`src/rtl/alu_scheduler_pkg.sv`:
```
// alu_scheduler_pkg: shared widths, ALU opcodes and scheduler state encodings.
package alu_scheduler_pkg;

    localparam int DATA_WIDTH = 16;

    localparam logic [DATA_WIDTH-1:0] ALU_COMPARER = 16'h0001;
    localparam logic [DATA_WIDTH-1:0] ALU_JUMP_CON = 16'h0002;

    typedef enum logic [1:0] {
        ALU_SCHED_IDLE = 2'd0,
        ALU_SCHED_EXEC = 2'd1,
        ALU_SCHED_RESP = 2'd2
    } sched_state_e;

    typedef struct packed {
        logic [DATA_WIDTH-1:0] cfg;
        logic [DATA_WIDTH-1:0] op0;
        logic [DATA_WIDTH-1:0] op1;
        logic [DATA_WIDTH-1:0] addr;
        logic [DATA_WIDTH-1:0] pc;
    } req_fields_t;

endpackage

```
`src/rtl/alu_scheduler_if.sv`:
```
// alu_scheduler_if: both clients' request/response handshakes plus the ALU-facing bus.
interface alu_scheduler_if;
    import alu_scheduler_pkg::*;

    logic                  i_req0_valid;
    logic                  i_req1_valid;
    logic                  o_req0_ready;
    logic                  o_req1_ready;
    logic [DATA_WIDTH-1:0] i_req0_config;
    logic [DATA_WIDTH-1:0] i_req0_operand0;
    logic [DATA_WIDTH-1:0] i_req0_operand1;
    logic [DATA_WIDTH-1:0] i_req0_address;
    logic [DATA_WIDTH-1:0] i_req0_pc;
    logic [DATA_WIDTH-1:0] i_req1_config;
    logic [DATA_WIDTH-1:0] i_req1_operand0;
    logic [DATA_WIDTH-1:0] i_req1_operand1;
    logic [DATA_WIDTH-1:0] i_req1_address;
    logic [DATA_WIDTH-1:0] i_req1_pc;
    logic                  o_rsp0_valid;
    logic                  o_rsp1_valid;
    logic                  i_rsp0_ready;
    logic                  i_rsp1_ready;
    logic [DATA_WIDTH-1:0] o_rsp_data;
    logic                  o_alu_re_oen;
    logic                  o_alu_ad_oen;
    logic [DATA_WIDTH-1:0] o_alu_config;
    logic [DATA_WIDTH-1:0] o_alu_operand0;
    logic [DATA_WIDTH-1:0] o_alu_operand1;
    logic [DATA_WIDTH-1:0] o_alu_address_reg;
    logic [DATA_WIDTH-1:0] o_alu_program_count;
    logic [DATA_WIDTH-1:0] i_alu_output;
    logic                  o_busy;

    modport slave (
        input  i_req0_valid, i_req1_valid,
        input  i_req0_config, i_req0_operand0, i_req0_operand1, i_req0_address, i_req0_pc,
        input  i_req1_config, i_req1_operand0, i_req1_operand1, i_req1_address, i_req1_pc,
        input  i_rsp0_ready, i_rsp1_ready, i_alu_output,
        output o_req0_ready, o_req1_ready, o_rsp0_valid, o_rsp1_valid, o_rsp_data,
        output o_alu_re_oen, o_alu_ad_oen, o_alu_config, o_alu_operand0, o_alu_operand1,
        output o_alu_address_reg, o_alu_program_count, o_busy
    );

    modport master (
        output i_req0_valid, i_req1_valid,
        output i_req0_config, i_req0_operand0, i_req0_operand1, i_req0_address, i_req0_pc,
        output i_req1_config, i_req1_operand0, i_req1_operand1, i_req1_address, i_req1_pc,
        output i_rsp0_ready, i_rsp1_ready, i_alu_output,
        input  o_req0_ready, o_req1_ready, o_rsp0_valid, o_rsp1_valid, o_rsp_data,
        input  o_alu_re_oen, o_alu_ad_oen, o_alu_config, o_alu_operand0, o_alu_operand1,
        input  o_alu_address_reg, o_alu_program_count, o_busy
    );

endinterface

```
`src/rtl/alu_sched_arbiter.sv`:
```
// alu_sched_arbiter: 2-way one-hot grant from the request valids and the fairness pointer.
// Define ALU_SCHED_FIXED_PRIO_EN to drop the pointer and always favour client 0.
module alu_sched_arbiter (
    input  logic       valid0_i,
    input  logic       valid1_i,
`ifndef ALU_SCHED_FIXED_PRIO_EN
    input  logic       ptr_i,
`endif
    output logic [1:0] grant_o
);

    always_comb begin
        grant_o = 2'b00;
`ifdef ALU_SCHED_FIXED_PRIO_EN
        if (valid0_i) begin
            grant_o = 2'b01;
        end else if (valid1_i) begin
            grant_o = 2'b10;
        end
`else
        // The pointer only matters when both clients compete.
        if (valid0_i && valid1_i) begin
            grant_o = ptr_i ? 2'b10 : 2'b01;
        end else if (valid0_i) begin
            grant_o = 2'b01;
        end else if (valid1_i) begin
            grant_o = 2'b10;
        end
`endif
    end

endmodule

```
`src/rtl/alu_scheduler.sv`:
```
// alu_scheduler: grants the shared ALU to one of two clients, waits its latency, returns the result.
// Define ALU_SCHED_FIXED_PRIO_EN for fixed client-0 priority instead of round-robin.
module alu_scheduler
    import alu_scheduler_pkg::*;
#(
    parameter int ALU_LATENCY = 1
) (
    input  logic           clk,
    input  logic           rst_n,
    alu_scheduler_if.slave bus
);

    localparam logic [2:0] LATENCY_CNT = 3'(ALU_LATENCY);

    sched_state_e          state_q, state_d;
    logic [2:0]            cnt_q, cnt_d;
    logic                  owner_q, owner_d;
    req_fields_t           fields_q, fields_d;
    logic [DATA_WIDTH-1:0] result_q, result_d;
    logic [1:0]            grant;
    logic                  rsp_ready;
    logic                  exec;
    req_fields_t           req0, req1;
`ifndef ALU_SCHED_FIXED_PRIO_EN
    logic                  ptr_q, ptr_d;
`endif

    assign req0 = '{cfg: bus.i_req0_config, op0: bus.i_req0_operand0, op1: bus.i_req0_operand1,
                    addr: bus.i_req0_address, pc: bus.i_req0_pc};
    assign req1 = '{cfg: bus.i_req1_config, op0: bus.i_req1_operand0, op1: bus.i_req1_operand1,
                    addr: bus.i_req1_address, pc: bus.i_req1_pc};

    alu_sched_arbiter u_arbiter (
        .valid0_i (bus.i_req0_valid),
        .valid1_i (bus.i_req1_valid),
`ifndef ALU_SCHED_FIXED_PRIO_EN
        .ptr_i    (ptr_q),
`endif
        .grant_o  (grant)
    );

    assign rsp_ready = owner_q ? bus.i_rsp1_ready : bus.i_rsp0_ready;

    always_ff @(posedge clk or negedge rst_n) begin
        if (!rst_n) begin
            state_q  <= ALU_SCHED_IDLE;
            cnt_q    <= '0;
            owner_q  <= 1'b0;
            fields_q <= '0;
            result_q <= '0;
`ifndef ALU_SCHED_FIXED_PRIO_EN
            ptr_q    <= 1'b0;
`endif
        end else begin
            state_q  <= state_d;
            cnt_q    <= cnt_d;
            owner_q  <= owner_d;
            fields_q <= fields_d;
            result_q <= result_d;
`ifndef ALU_SCHED_FIXED_PRIO_EN
            ptr_q    <= ptr_d;
`endif
        end
    end

    always_comb begin
        state_d  = state_q;
        cnt_d    = cnt_q;
        owner_d  = owner_q;
        fields_d = fields_q;
        result_d = result_q;
`ifndef ALU_SCHED_FIXED_PRIO_EN
        ptr_d    = ptr_q;
`endif
        case (state_q)
            ALU_SCHED_IDLE: begin
                if (grant != 2'b00) begin
                    owner_d  = grant[1];
                    fields_d = grant[1] ? req1 : req0;
                    cnt_d    = LATENCY_CNT;
                    state_d  = ALU_SCHED_EXEC;
                end
            end
            ALU_SCHED_EXEC: begin
                // The ALU has seen stable inputs for the full latency once the count runs out.
                if (cnt_q == 3'd0) begin
                    result_d = bus.i_alu_output;
                    state_d  = ALU_SCHED_RESP;
                end else begin
                    cnt_d = cnt_q - 3'd1;
                end
            end
            ALU_SCHED_RESP: begin
                if (rsp_ready) begin
                    state_d = ALU_SCHED_IDLE;
`ifndef ALU_SCHED_FIXED_PRIO_EN
                    ptr_d   = ~owner_q;
`endif
                end
            end
            default: state_d = ALU_SCHED_IDLE;
        endcase
    end

    assign exec = (state_q == ALU_SCHED_EXEC);

    assign bus.o_req0_ready        = (state_q == ALU_SCHED_IDLE) && grant[0];
    assign bus.o_req1_ready        = (state_q == ALU_SCHED_IDLE) && grant[1];
    assign bus.o_rsp0_valid        = (state_q == ALU_SCHED_RESP) && !owner_q;
    assign bus.o_rsp1_valid        = (state_q == ALU_SCHED_RESP) && owner_q;
    assign bus.o_rsp_data          = result_q;
    assign bus.o_busy              = (state_q != ALU_SCHED_IDLE);
    assign bus.o_alu_re_oen        = exec;
    assign bus.o_alu_ad_oen        = 1'b0;
    assign bus.o_alu_config        = exec ? fields_q.cfg  : '0;
    assign bus.o_alu_operand0      = exec ? fields_q.op0  : '0;
    assign bus.o_alu_operand1      = exec ? fields_q.op1  : '0;
    assign bus.o_alu_address_reg   = exec ? fields_q.addr : '0;
    assign bus.o_alu_program_count = exec ? fields_q.pc   : '0;

endmodule

```
`src/flat_wrapper.sv`:
```
// flat-port wrapper written by rule: the top's interface ports become plain ports
module alu_scheduler_flat import alu_scheduler_pkg::*;
#(
    parameter int ALU_LATENCY = 1
)
  (clk, rst_n, bus_i_req0_valid, bus_i_req1_valid, bus_i_req0_config, bus_i_req0_operand0, bus_i_req0_operand1, bus_i_req0_address, bus_i_req0_pc, bus_i_req1_config, bus_i_req1_operand0, bus_i_req1_operand1, bus_i_req1_address, bus_i_req1_pc, bus_i_rsp0_ready, bus_i_rsp1_ready, bus_i_alu_output, bus_o_req0_ready, bus_o_req1_ready, bus_o_rsp0_valid, bus_o_rsp1_valid, bus_o_rsp_data, bus_o_alu_re_oen, bus_o_alu_ad_oen, bus_o_alu_config, bus_o_alu_operand0, bus_o_alu_operand1, bus_o_alu_address_reg, bus_o_alu_program_count, bus_o_busy);
  alu_scheduler_if bus_i ();
  input  logic clk;
  input  logic rst_n;
  input wire logic [$bits(bus_i.i_req0_valid)-1:0] bus_i_req0_valid;
  input wire logic [$bits(bus_i.i_req1_valid)-1:0] bus_i_req1_valid;
  input wire logic [$bits(bus_i.i_req0_config)-1:0] bus_i_req0_config;
  input wire logic [$bits(bus_i.i_req0_operand0)-1:0] bus_i_req0_operand0;
  input wire logic [$bits(bus_i.i_req0_operand1)-1:0] bus_i_req0_operand1;
  input wire logic [$bits(bus_i.i_req0_address)-1:0] bus_i_req0_address;
  input wire logic [$bits(bus_i.i_req0_pc)-1:0] bus_i_req0_pc;
  input wire logic [$bits(bus_i.i_req1_config)-1:0] bus_i_req1_config;
  input wire logic [$bits(bus_i.i_req1_operand0)-1:0] bus_i_req1_operand0;
  input wire logic [$bits(bus_i.i_req1_operand1)-1:0] bus_i_req1_operand1;
  input wire logic [$bits(bus_i.i_req1_address)-1:0] bus_i_req1_address;
  input wire logic [$bits(bus_i.i_req1_pc)-1:0] bus_i_req1_pc;
  input wire logic [$bits(bus_i.i_rsp0_ready)-1:0] bus_i_rsp0_ready;
  input wire logic [$bits(bus_i.i_rsp1_ready)-1:0] bus_i_rsp1_ready;
  input wire logic [$bits(bus_i.i_alu_output)-1:0] bus_i_alu_output;
  output wire logic [$bits(bus_i.o_req0_ready)-1:0] bus_o_req0_ready;
  output wire logic [$bits(bus_i.o_req1_ready)-1:0] bus_o_req1_ready;
  output wire logic [$bits(bus_i.o_rsp0_valid)-1:0] bus_o_rsp0_valid;
  output wire logic [$bits(bus_i.o_rsp1_valid)-1:0] bus_o_rsp1_valid;
  output wire logic [$bits(bus_i.o_rsp_data)-1:0] bus_o_rsp_data;
  output wire logic [$bits(bus_i.o_alu_re_oen)-1:0] bus_o_alu_re_oen;
  output wire logic [$bits(bus_i.o_alu_ad_oen)-1:0] bus_o_alu_ad_oen;
  output wire logic [$bits(bus_i.o_alu_config)-1:0] bus_o_alu_config;
  output wire logic [$bits(bus_i.o_alu_operand0)-1:0] bus_o_alu_operand0;
  output wire logic [$bits(bus_i.o_alu_operand1)-1:0] bus_o_alu_operand1;
  output wire logic [$bits(bus_i.o_alu_address_reg)-1:0] bus_o_alu_address_reg;
  output wire logic [$bits(bus_i.o_alu_program_count)-1:0] bus_o_alu_program_count;
  output wire logic [$bits(bus_i.o_busy)-1:0] bus_o_busy;
  assign bus_i.i_req0_valid = bus_i_req0_valid;
  assign bus_i.i_req1_valid = bus_i_req1_valid;
  assign bus_i.i_req0_config = bus_i_req0_config;
  assign bus_i.i_req0_operand0 = bus_i_req0_operand0;
  assign bus_i.i_req0_operand1 = bus_i_req0_operand1;
  assign bus_i.i_req0_address = bus_i_req0_address;
  assign bus_i.i_req0_pc = bus_i_req0_pc;
  assign bus_i.i_req1_config = bus_i_req1_config;
  assign bus_i.i_req1_operand0 = bus_i_req1_operand0;
  assign bus_i.i_req1_operand1 = bus_i_req1_operand1;
  assign bus_i.i_req1_address = bus_i_req1_address;
  assign bus_i.i_req1_pc = bus_i_req1_pc;
  assign bus_i.i_rsp0_ready = bus_i_rsp0_ready;
  assign bus_i.i_rsp1_ready = bus_i_rsp1_ready;
  assign bus_i.i_alu_output = bus_i_alu_output;
  assign bus_o_req0_ready = bus_i.o_req0_ready;
  assign bus_o_req1_ready = bus_i.o_req1_ready;
  assign bus_o_rsp0_valid = bus_i.o_rsp0_valid;
  assign bus_o_rsp1_valid = bus_i.o_rsp1_valid;
  assign bus_o_rsp_data = bus_i.o_rsp_data;
  assign bus_o_alu_re_oen = bus_i.o_alu_re_oen;
  assign bus_o_alu_ad_oen = bus_i.o_alu_ad_oen;
  assign bus_o_alu_config = bus_i.o_alu_config;
  assign bus_o_alu_operand0 = bus_i.o_alu_operand0;
  assign bus_o_alu_operand1 = bus_i.o_alu_operand1;
  assign bus_o_alu_address_reg = bus_i.o_alu_address_reg;
  assign bus_o_alu_program_count = bus_i.o_alu_program_count;
  assign bus_o_busy = bus_i.o_busy;
  alu_scheduler #(.ALU_LATENCY(ALU_LATENCY)) u_core (.clk(clk), .rst_n(rst_n), .bus(bus_i));
endmodule
```
`config.mk`:
```
export PLATFORM = sky130hd
export DESIGN_NAME = alu_scheduler_flat
export DESIGN_NICKNAME = d
export VERILOG_FILES = /design/src/rtl/alu_scheduler_pkg.sv /design/src/rtl/alu_scheduler_if.sv /design/src/rtl/alu_sched_arbiter.sv /design/src/rtl/alu_scheduler.sv /design/src/flat_wrapper.sv
export SDC_FILE = /design/constraint.sdc
export NUM_CORES = 1
export LEC_CHECK = 0
export CORE_UTILIZATION = 43
export DETAILED_ROUTE_END_ITERATION = 7
export PLACE_DENSITY = 0.85
export SYNTH_ARGS = -nofsm -noshare
export SYNTH_HDL_FRONTEND = slang
export SYNTH_HIERARCHICAL = 1
export SYNTH_SLANG_ARGS = --single-unit
```
`constraint.sdc`:
```
create_clock -name clk -period 2.3 [get_ports clk]
set_input_delay 0.69 -clock clk [delete_from_list [all_inputs] [get_ports clk]]
set_output_delay 0.69 -clock clk [all_outputs]
set_load 0.01 [all_outputs]
```
# Yosys cells after proc, flatten, opt, wreduce, memory -nomap -nowiden
# Cells that the tools add are included.
totals:
  input_bits: 182
  reg_bits: 103
  elab_cells: 52
classes:
  addsub: 1
  n_bitwise: 1
  n_mux: 18
  n_reduce_logical: 16
  n_eq_ne: 6
op_table:
  columns: ["operator", "n"]
  rows:
  - ["2-to-1 mux 16 bit", 5]
  - ["2-to-1 mux 80 bit", 1]
  - ["2-to-1 mux 2 bit", 7]
  - ["2-to-1 mux 3 bit", 2]
  - ["one-hot mux 2 bit (3 select lines)", 1]
  - ["one-hot mux 3 bit (2 select lines)", 1]
  - ["AND reduction 2 bit", 3]
  - ["AND reduction 3 bit", 2]
  - ["nonzero test 2 bit", 3]
  - ["logical AND 1 bit", 5]
  - ["!= test 2 x 1 -> 1 bit (second input constant)", 2]
  - ["!= test 2 bit (second input constant)", 2]
  - ["zero test 3 bit", 1]
  - ["subtractor 3 x 1 -> 3 bit (second input constant)", 1]
  - ["equality test 2 x 1 -> 1 bit (second input constant)", 1]
  - ["equality test 2 bit (second input constant)", 1]
  - ["zero test 2 bit", 1]
  - ["zero test 1 bit", 1]
  - ["2-to-1 mux 1 bit", 1]
  - ["inverter 1 bit", 1]

# Longest topological paths before layout
# Gate-level depths: netlist of run 1.
logic_depth:
  word_depth: 6
  mapped_depth: 9
  mapped_depth_nobuf: 5

# Hierarchy
# Netlist of run 1, hierarchy kept.
by_module_without_submodules:
  columns: ["module", "instances", "cells_per_inst", "seq_area_each_um2", "area_each_um2"]
  rows:
  - ["alu_scheduler", 1, 522, 2577.5, 6317.3]
  - ["alu_sched_arbiter", 1, 3, 0.0, 18.8]

# Worst setup path before layout of run 1
# OpenSTA, ideal clock, no wires.
synth_path:
  path_type: "register to output"
  startpoint: "register u_core.state_q[1]"
  endpoint: "output port bus_o_alu_address_reg[0]"
  stages_incl_launch_ff: 6
  path_buffers: 2
  t_arrival_ns: 1.296
  slack_ns: 0.314
  cell_sequence: "dfrtp_1 > nand2b_1 > inv_2 > clkbuf_1 > clkbuf_1 > and2_1"
synth_between:
  elab_chain_len: 2
synth_lines:
  columns: ["element", "line", "rtl"]
  rows:
  - ["from (decl)", "alu_scheduler.sv:15", "sched_state_e state_q, state_d;"]
  - ["from (signal assigned)", "alu_scheduler.sv:55", "state_q <= state_d;"]
  - ["equality test 2 x 1 -> 1 bit", "alu_scheduler.sv:105", "assign exec = (state_q == ALU_SCHED_EXEC);"]
  - ["2-to-1 mux 16 bit", "alu_scheduler.sv:118", "assign bus.o_alu_address_reg = exec ? fields_q.addr : '0;"]
  - ["to (decl)", "flat_wrapper.sv:35", "output wire logic [$bits(bus_i.o_alu_address_reg)-1:0] bus_o_alu_address_reg;"]
# Every way passes these cells.

# Worst setup path in the final report of run 1
layout_path:
  startpoint: "register u_core.state_q[1]"
  endpoint: "output port bus_o_alu_operand0[0]"
layout_between:
  elab_chain_len: 2
layout_lines:
  columns: ["element", "line", "rtl"]
  rows:
  - ["equality test 2 x 1 -> 1 bit", "alu_scheduler.sv:105", null]
  - ["2-to-1 mux 16 bit", "alu_scheduler.sv:116", "assign bus.o_alu_operand0 = exec ? fields_q.op0 : '0;"]
  - ["to (decl)", "flat_wrapper.sv:33", "output wire logic [$bits(bus_i.o_alu_operand0)-1:0] bus_o_alu_operand0;"]
# Every way passes these cells.

==> out/results.txt, run 1 <==
CTS Hold Bufs: 0
Largest stage delay on the critical path: 380 ps
Ant. Diodes: 0
Reg2reg end: u_core/cnt_q[1]
First-pass GRT wire length: 26.1 mm
Largest net degree at the start of global routing: 81
Worst r2r path cells: 6
Share of the synthesized area in the top cell type: 40.7%
Area added between synthesis and finish: 50.6%
Routed len/inst: 17.2 um
Worst r2r src: u_core/state_q[0]
Cell count after synthesis: 525
Drt first pass iters: 4
Peak supply drop: 620 uV
Fin cells: 998
Leakage: 0.00404 uW
Yosys cell types: 31
Hold Crit Class: in -> async
CTS root buffer: clkbuf_16
Pwr dens: 1270 nW/um2
DRT iter0 DRCs: 153
Worst slew pin tran: 557 ps
Synth Cell Area: 6340 um2
Core Util, Final: 67.4%
Fraction of layout cells with a size suffix above 1: 28.6%
CP Launch Type: flip-flop
Reg clk slew, reported paths: 70 ps
Max Freq: 444 MHz
H-Tree Depth: 3
CP Max Fanout: 17
Mapped Avg Cell Area: 12.1 um2
Ys flop type: dfrtp_1
Critical-path cell list: nand2b_4 -> inv_6 -> buf_4 -> buf_12 -> and2_4 -> clkdlybuf4s15_2
WP data arrival: 1560 ps
PnR worst setup slack: 46.2 ps
Clock buffer depth: 2
Status: finished clean
GRT Residual Overflow: 0
Final setup TNS: 0 ps
Clock Skews: 7.51 ps
Die height: 123 um
Sequential area share after synthesis: 40.7%
Inserted Clock Buffers: 9
CTS Sinks: 103
Worst setup EP type: output port
CTS tree: yes
R2R setup slack: 150 ps
Fin. max-slew vios: 0
Crit share post-route: 98.0%
Die area: 15,200 um2
Routed wire length: 17.2 mm
Number of synthesized register bits: 103
Initial antenna violation count: 0
Overall routing resource usage: 22.3%
Core area: 14,100 um2
DP Wirelength: 12.6 mm
Die W: 123 um
# setup viols final: 0
Fin nets: 997
Ports: 285
Fin. Hold Viols: 0
Worst setup endpoint: bus_o_alu_operand0[0]
Number of synthesized flops with an enable pin: 0
Mapped Nets: 709
Slew headroom: 62.9%
Synth top area cells: dfrtp_1 (41%), a21oi_4 (20%), mux2i_1 (13%)
Area leader, netlist: dfrtp_1
Clk_lat worst skew: 340 ps
Row count: 43
Yosys warning count: 6
Max-cap violations: 0
Minimum clock period: 2250 ps
Slowest CP cell: dfrtp_1
Worst EP required: 1610 ps
Placed instance count: 973
Via count: 5,038
CP Class: reg -> out
Drt drc: 0
Vias in the first global route: 5,317
Gpl congestion: 0.791
Initial core utilization: 44.8%
CP startpoint: u_core/state_q[1]
Pre-CTS WS: -518 ps
I/O Buffers: 283
Via density: 5.05
Routed Antenna Nets: 0
Post-synth ARST share: 100%
## flip-flops by register name, summed over array words and instances (netlist names)
register and flops:
u_core/bus.o_rsp_data 16, u_core/cnt_q 3, u_core/fields_q 80, u_core/owner_q 1, u_core/ptr_q 1, u_core/state_q 2
## worst min path at each step
stage                        startpoint                        to  slack (ps)
5_1_grt                           rst_n       u_core/fields_q[51]         330
3_3_place_gp            u_core/cnt_q[1]           u_core/cnt_q[1]         470
4_1_cts                           rst_n       u_core/fields_q[51]         310
6_report                          rst_n       u_core/fields_q[59]         300
3_5_place_dp   u_core/bus.o_rsp_data[9]  u_core/bus.o_rsp_data[9]         480
2_1_floorplan                     rst_n  u_core/bus.o_rsp_data[0]         390
## placed cells by master (no fill, tap or decap), types with 7 or more instances in the layout
cell / n
clkdlybuf4s50_1: 194
dfrtp_1: 103
a21oi_1: 83
mux2i_1: 80
a21oi_4: 79
and2_1: 77
clkbuf_2: 46
buf_4: 28
buf_2: 27
mux2_1: 17
clkbuf_16: 10
buf_12: 9
clkdlybuf4s15_2: 7
## worst max-delay path, delay by kind of cell, from the launching register on
| kind | cells | cell delay (ps) |
|---|---|---|
| buffers and inverters | 4 | 520 |
| DFF | 1 | 380 |
| and+or+nand+nor | 2 | 320 |
## where the power goes
group / total, uW / internal [uW] / switching (uW)
clock network: 1630 / 956 / 673
registers: 3170 / 2710 / 465
logic: 7350 / 3530 / 3810
total: 12100 / 7200 / 4950
## synth_stat cells (all sizes together) (2+ instances only)
cell type / instances
a21boi: 2
a21oi: 163
and2: 83
buf: 15
clkbuf: 32
dfrtp: 103
ha: 2
inv: 8
mux2: 17
mux2i: 80
nand2: 3
nand2b: 3
nor2: 3
o2bb2ai: 2
## metal layers
layer  track usage (%)  share of wire, %
met5                 0                 0
met2              41.7                52
met1              25.9                40
met3              3.37               5.9
met4              7.23               2.0
## per-stage QoR
stage	total power (uW)	instance area (um2)	hold WS (ps)
2_1_floorplan	7740	6340	394
3_3_place_gp	10700	9420	471
3_5_place_dp	11000	9420	478
4_1_cts	12500	9860	312
5_1_grt	12900	9540	332
6_report	12100	9540	298
## cells by family after synthesis
family | share of synthesized area, %
other cells | 0.0592
simple gates | 9.34
flops | 40.7
buf+inv | 5.96
fa+ha+maj | 0.395
compound gates | 27.9
mux | 15.7
## repair_timing
action / CTS / global route
pin swaps: 0 / 1
endpoints found under the setup margin: 85 / 79
cloned: 2 / 1
resized for setup: 202 / 88
buffers inserted: 4 / 2
## cell type report
class | count | area [um2]
clock buffer | 9 | 225
clock inverter | 7 | 97.6
fill | 1056 | 4610
inverter | 8 | 35.0
multi-input combinational | 367 | 3430
sequential | 103 | 2580
tap | 180 | 225
timing repair buffer | 324 | 2950
Note: power is estimated with default switching activity, not from simulation.
==> run 2: changes to the inputs <==
==> constraint.sdc (replaced) <==
create_clock -name clk -period 2.3 [get_ports clk]
set_input_delay 0.69 -clock clk [delete_from_list [all_inputs] [get_ports clk]]
set_output_delay 0.69 -clock clk [all_outputs]
set_load 0.1 [all_outputs]
==> out/results.txt, run 2 (synthesis results as in run 1) <==
Worst slew pin tran: 564 ps (+7.67 ps)
Worst EP required: 1610 ps (about the same)
Area added between synthesis and finish: 71.8%
Row count: 43 (unchanged)
Clock buffer depth: 2 (unchanged)
Die area: 15,200 um2 (unchanged)
Hold Crit Class: in -> async
Core area: 14,100 um2 (unchanged)
Design area: 10,900 um2 (+14%)
Ports: 285 (unchanged)
Placed instance count: 982 (+0.92%)
Via count: 5,183 (+2.9%)
Clock Skews: 9.52 ps (+2.01 ps)
Pre-CTS WS: -205 ps (+313 ps)
Routed len/inst: 18.8 um (+9.1%)
Minimum clock period: 2260 ps (+3.07 ps)
Gpl congestion: 0.821 (+3.9%)
Ant. Diodes: 0 (unchanged)
Worst r2r path cells: 7 (+1)
WP data arrival: 1570 ps (about the same)
PnR worst setup slack: 43.1 ps (-3.07 ps)
Worst setup EP type: output port
CP Class: reg -> out
Slew headroom: 62.4% (-0.51 points)
# setup viols final: 0 (unchanged)
Vias in the first global route: 5,695 (+7.1%)
Drt drc: 0 (unchanged)
Fin nets: 1,003 (+0.60%)
Max reg flops: 80 (unchanged)
DP Wirelength: 14.0 mm (+11%)
I/O Buffers: 283 (unchanged)
Fin. max-slew vios: 0 (unchanged)
Reg2reg end: u_core/fields_q[63]
Fin. Hold Viols: 0 (unchanged)
CTS Sinks: 103 (unchanged)
Crit share post-route: 98.1% (+0.13 points)
Fin cells: 1,004 (+0.60%)
Die height: 123 um (unchanged)
H-Tree Depth: 3 (unchanged)
DRT iter0 DRCs: 169 (+10%)
GRT Residual Overflow: 0 (unchanged)
Commonest non-fill, non-tap cell in the layout: clkdlybuf4s50_1
CP Launch Type: flip-flop
Reg clk slew, reported paths: 80 ps (about the same)
Post-DP Area: 10,500 um2 (+11%)
Drt first pass iters: 4 (unchanged)
CTS Hold Bufs: 0 (unchanged)
Overall routing resource usage: 25.2% (+2.9 points)
Worst r2r src: u_core/ptr_q
Max Freq: 443 MHz (-0.14%)
Initial core utilization: 44.8% (unchanged)
Max-cap violations: 0 (unchanged)
CP Max Fanout: 26 (+9)
Die W: 123 um (unchanged)
Largest net degree at the start of global routing: 104 (+28%)
Inserted Clock Buffers: 9 (unchanged)
CTS tree: yes
Routed wire length: 18.9 mm (+9.8%)
Leading cell types in the layout, fill and taps excluded: clkdlybuf4s50_1 (178), dfrtp_1 (102), buf_12 (99)
Status: finished clean
Initial antenna violation count: 0 (unchanged)
RSZ-0062 raised after global routing: yes
Fraction of layout cells with a size suffix above 1: 41.1% (+13 points)
Routed Antenna Nets: 0 (unchanged)
Clk_lat worst skew: 350 ps (about the same)
R2R setup slack: 420 ps (+270 ps)
First-pass GRT wire length: 28.9 mm (+11%)
CTS root buffer: clkbuf_16
Via density: 5.16 (+2.3%)
Top reg by flops: u_core/fields_q
==> run 2: cell count changes in the layout (fill, tap and decap cells not counted), sizes merged, moves of 4 or more <==
| cell | before | now |
|---|---|---|
| clkdlybuf4s50 | 194 | 178 |
| dlygate4sd2 | 6 | 2 |
| buf | 68 | 150 |
| clkbuf | 56 | 9 |
| clkdlybuf4s15 | 8 | 0 |
| inv | 8 | 12 |
==> run 2: stage by stage <==
step / util [%] / setup TNS (ps) / hold slack, ps
after floorplan: - / 0 / 394
after global placement: 74.0 / -7760 / 473
after detailed placement: 74.0 / -10990 / 476
after CTS: 77.0 / 0 / 418
after global routing: 76.9 / -96.2 / 430
final: 76.9 / 0 / 386
==> run 2: how the worst max path moves through the flow <==
stage / cells past startpoint / slack (ps) / to / from
after floorplan: 5 / 6 / bus_o_alu_address_reg[0] / u_core/state_q[1]
after global placement: 5 / -190 / bus_o_req0_ready / bus_i_req0_valid
after detailed placement: 5 / -210 / bus_o_req0_ready / bus_i_req0_valid
after CTS: 6 / 10 / bus_o_alu_address_reg[15] / u_core/state_q[1]
after global routing: 5 / -10 / bus_o_alu_operand1[6] / u_core/state_q[1]
final: 5 / 40 / bus_o_alu_config[1] / u_core/state_q[1]
==> run 2: repair_timing <==
action                                  4_1_cts  5_1_grt
gates cloned                                  2        0
endpoints found under the setup margin       82       28
pin swaps                                     2        1
resized for setup                            25        4
setup buffers                                 5        0
==> run 2: layer usage <==
layer	GRT usage [%]	wire (um)	vias to the layer above
li1	-	-	2406
met1	27.4	6900	2532
met2	47.5	10300	208
met3	4.34	1100	37
met4	11.4	587	0
met5	0	0	-
==> run 2: cell type report <==
class	count	area (um2)
inverter	8	37.5
timing repair buffer	330	4210
sequential	103	2580
clock inverter	7	63.8
multi-input combinational	367	3540
clock buffer	9	225
fill	835	3260
tap	180	225
==> run 2: worst max-delay path: stages, from the launching register on <==
cell,delay [ps]
dfrtp_1,400
nand2b_4,180
inv_8,100
buf_16,180
and2_2,190
buf_12,170
Power of run 2 is not shown: default switching activity piles up to over one toggle a cycle in this logic, so the estimate is an artifact.
==> variant (config.mk and constraints of run 2) <==
Build with the macro `ALU_SCHED_FIXED_PRIO_EN` defined.
--- a/src/rtl/alu_sched_arbiter.sv
+++ b/src/rtl/alu_sched_arbiter.sv
@@ -1,5 +1,7 @@
 // alu_sched_arbiter: 2-way one-hot grant from the request valids and the fairness pointer.
 // Define ALU_SCHED_FIXED_PRIO_EN to drop the pointer and always favour client 0.
+`define ALU_SCHED_FIXED_PRIO_EN
+
 module alu_sched_arbiter (
     input  logic       valid0_i,
     input  logic       valid1_i,
Function: changed (a bounded check fails within 10 cycles, from zero or initial values and one cycle with rst_n low).
==> variant against run 2 <==
Utilization shrank 0.62 points; final area shrank 1.2%; sequential cell count shrank 1; wire length shrank 2.9%; setup slack lost 4.3 ps; area after synthesis shrank 0.71%.
Power is left out: the tool's default activity adds up to more than one toggle a clock period on the data nets, which glitch-free logic cannot reach.
==> variant: results (changes against run 2) <==
status completed (unchanged); Synth top cells by count 102 x sky130_fd_sc_hd__dfrtp_1, 82 x sky130_fd_sc_hd__a21oi_1, 82 x sky130_fd_sc_hd__and2_1 (was 103 x sky130_fd_sc_hd__dfrtp_1, 83 x sky130_fd_sc_hd__a21oi_1, 82 x sky130_fd_sc_hd__and2_1); placed cell count 971 (was 982); starting DRC count in detailed routing 221 (was 169); worst setup slack for register-to-register paths 560 ps (was 420 ps); routability-driven placement congestion ratio 0.809 (was 0.821); R2R depth 5 (was 7); global routing usage summed across all routing layers 0.244 (was 0.252); Critical R2R Launch u_core/state_q[1] (was u_core/ptr_q); total setup buffers inserted after CTS 2 (was 5); largest net degree at the start of global routing 54 (was 104); post-cts resize count 17 (was 25); share of layout cells above drive strength 1 0.401 (was 0.411); largest cells by area after synthesis sky130_fd_sc_hd__dfrtp_1 41%, sky130_fd_sc_hd__a21oi_4 20%, sky130_fd_sc_hd__mux2i_1 13% (unchanged); part of the Yosys area used for sequential elements 0.406 (was 0.407); number of nets produced by synthesis 703 (was 709); terminus of the critical flop-to-flop path u_core/cnt_q[1] (was u_core/fields_q[63]); utilization of the core after routing 0.763 (was 0.769); number of filler instances in the final layout 889 (was 835); transition time at the pin with the least slew margin 515 ps (was 564 ps); setup skew after layout 5.75 ps (was 9.52 ps); global-route wire length before repair 27900 um (was 28900 um); worst setup slack after placement -130 ps (was -205 ps); via/cell ratio 5.15 (was 5.16); Post-Synthesis Cells 519 (was 525); hold slack 289 ps (was 386 ps); dpl cell area 0.0103 mm2 (was 0.0105 mm2); routed length per placed instance 18.5 um (was 18.8 um)
-- variant: worst max path at each step --
stage                            startpoint                     endpoint  slack (ps)  depth (start not counted)
after floorplan           u_core/state_q[0]             bus_o_rsp0_valid        -180                          2
after global placement     bus_i_req0_valid             bus_o_req1_ready         -70                          4
after detailed placement   bus_i_req0_valid          u_core/fields_q[73]        -130                          6
after CTS                 u_core/state_q[1]  bus_o_alu_program_count[11]          20                          5
after global routing      u_core/state_q[1]  bus_o_alu_program_count[12]         -20                          5
final                     u_core/state_q[1]  bus_o_alu_program_count[12]          40                          5
-- variant: final cells by class --
| type | count | share of cell area |
|---|---|---|
| inverters | 7 | 0.00361 |
| well taps | 180 | 0.0209 |
| clock inverters | 6 | 0.0108 |
| multi-input cells | 362 | 0.324 |
| flip-flops and latches | 102 | 0.237 |
| repair buffers | 324 | 0.381 |
| clock buffers | 10 | 0.0222 |
-- variant: worst reg2reg max path, stage by stage (launching register included) --
cell and delay (ps):
sky130_fd_sc_hd__dfrtp_1 400, sky130_fd_sc_hd__buf_4 150, sky130_fd_sc_hd__nor2_4 180, sky130_fd_sc_hd__buf_4 480, sky130_fd_sc_hd__a22oi_1 250, sky130_fd_sc_hd__o2bb2ai_1 170
-- variant: cells by family after synthesis --
kind of cell / Yosys count / share of synthesized area
AO/OA/AOI/OAI: 167 / 0.276
adder cells (fa/ha/maj): 2 / 0.00398
buffers and inverters: 55 / 0.0609
multiplexers: 97 / 0.158
flip-flops: 102 / 0.406
other: 1 / 0.000596
AND/OR/NAND/NOR: 95 / 0.0947
-- variant: routing by layer --
| metal | GRT usage | part of all wire |
|---|---|---|
| met1 | 0.265 | 0.37 |
| met2 | 0.461 | 0.54 |
| met3 | 0.0443 | 0.064 |
| met4 | 0.103 | 0.028 |
| met5 | 0 | 0 |
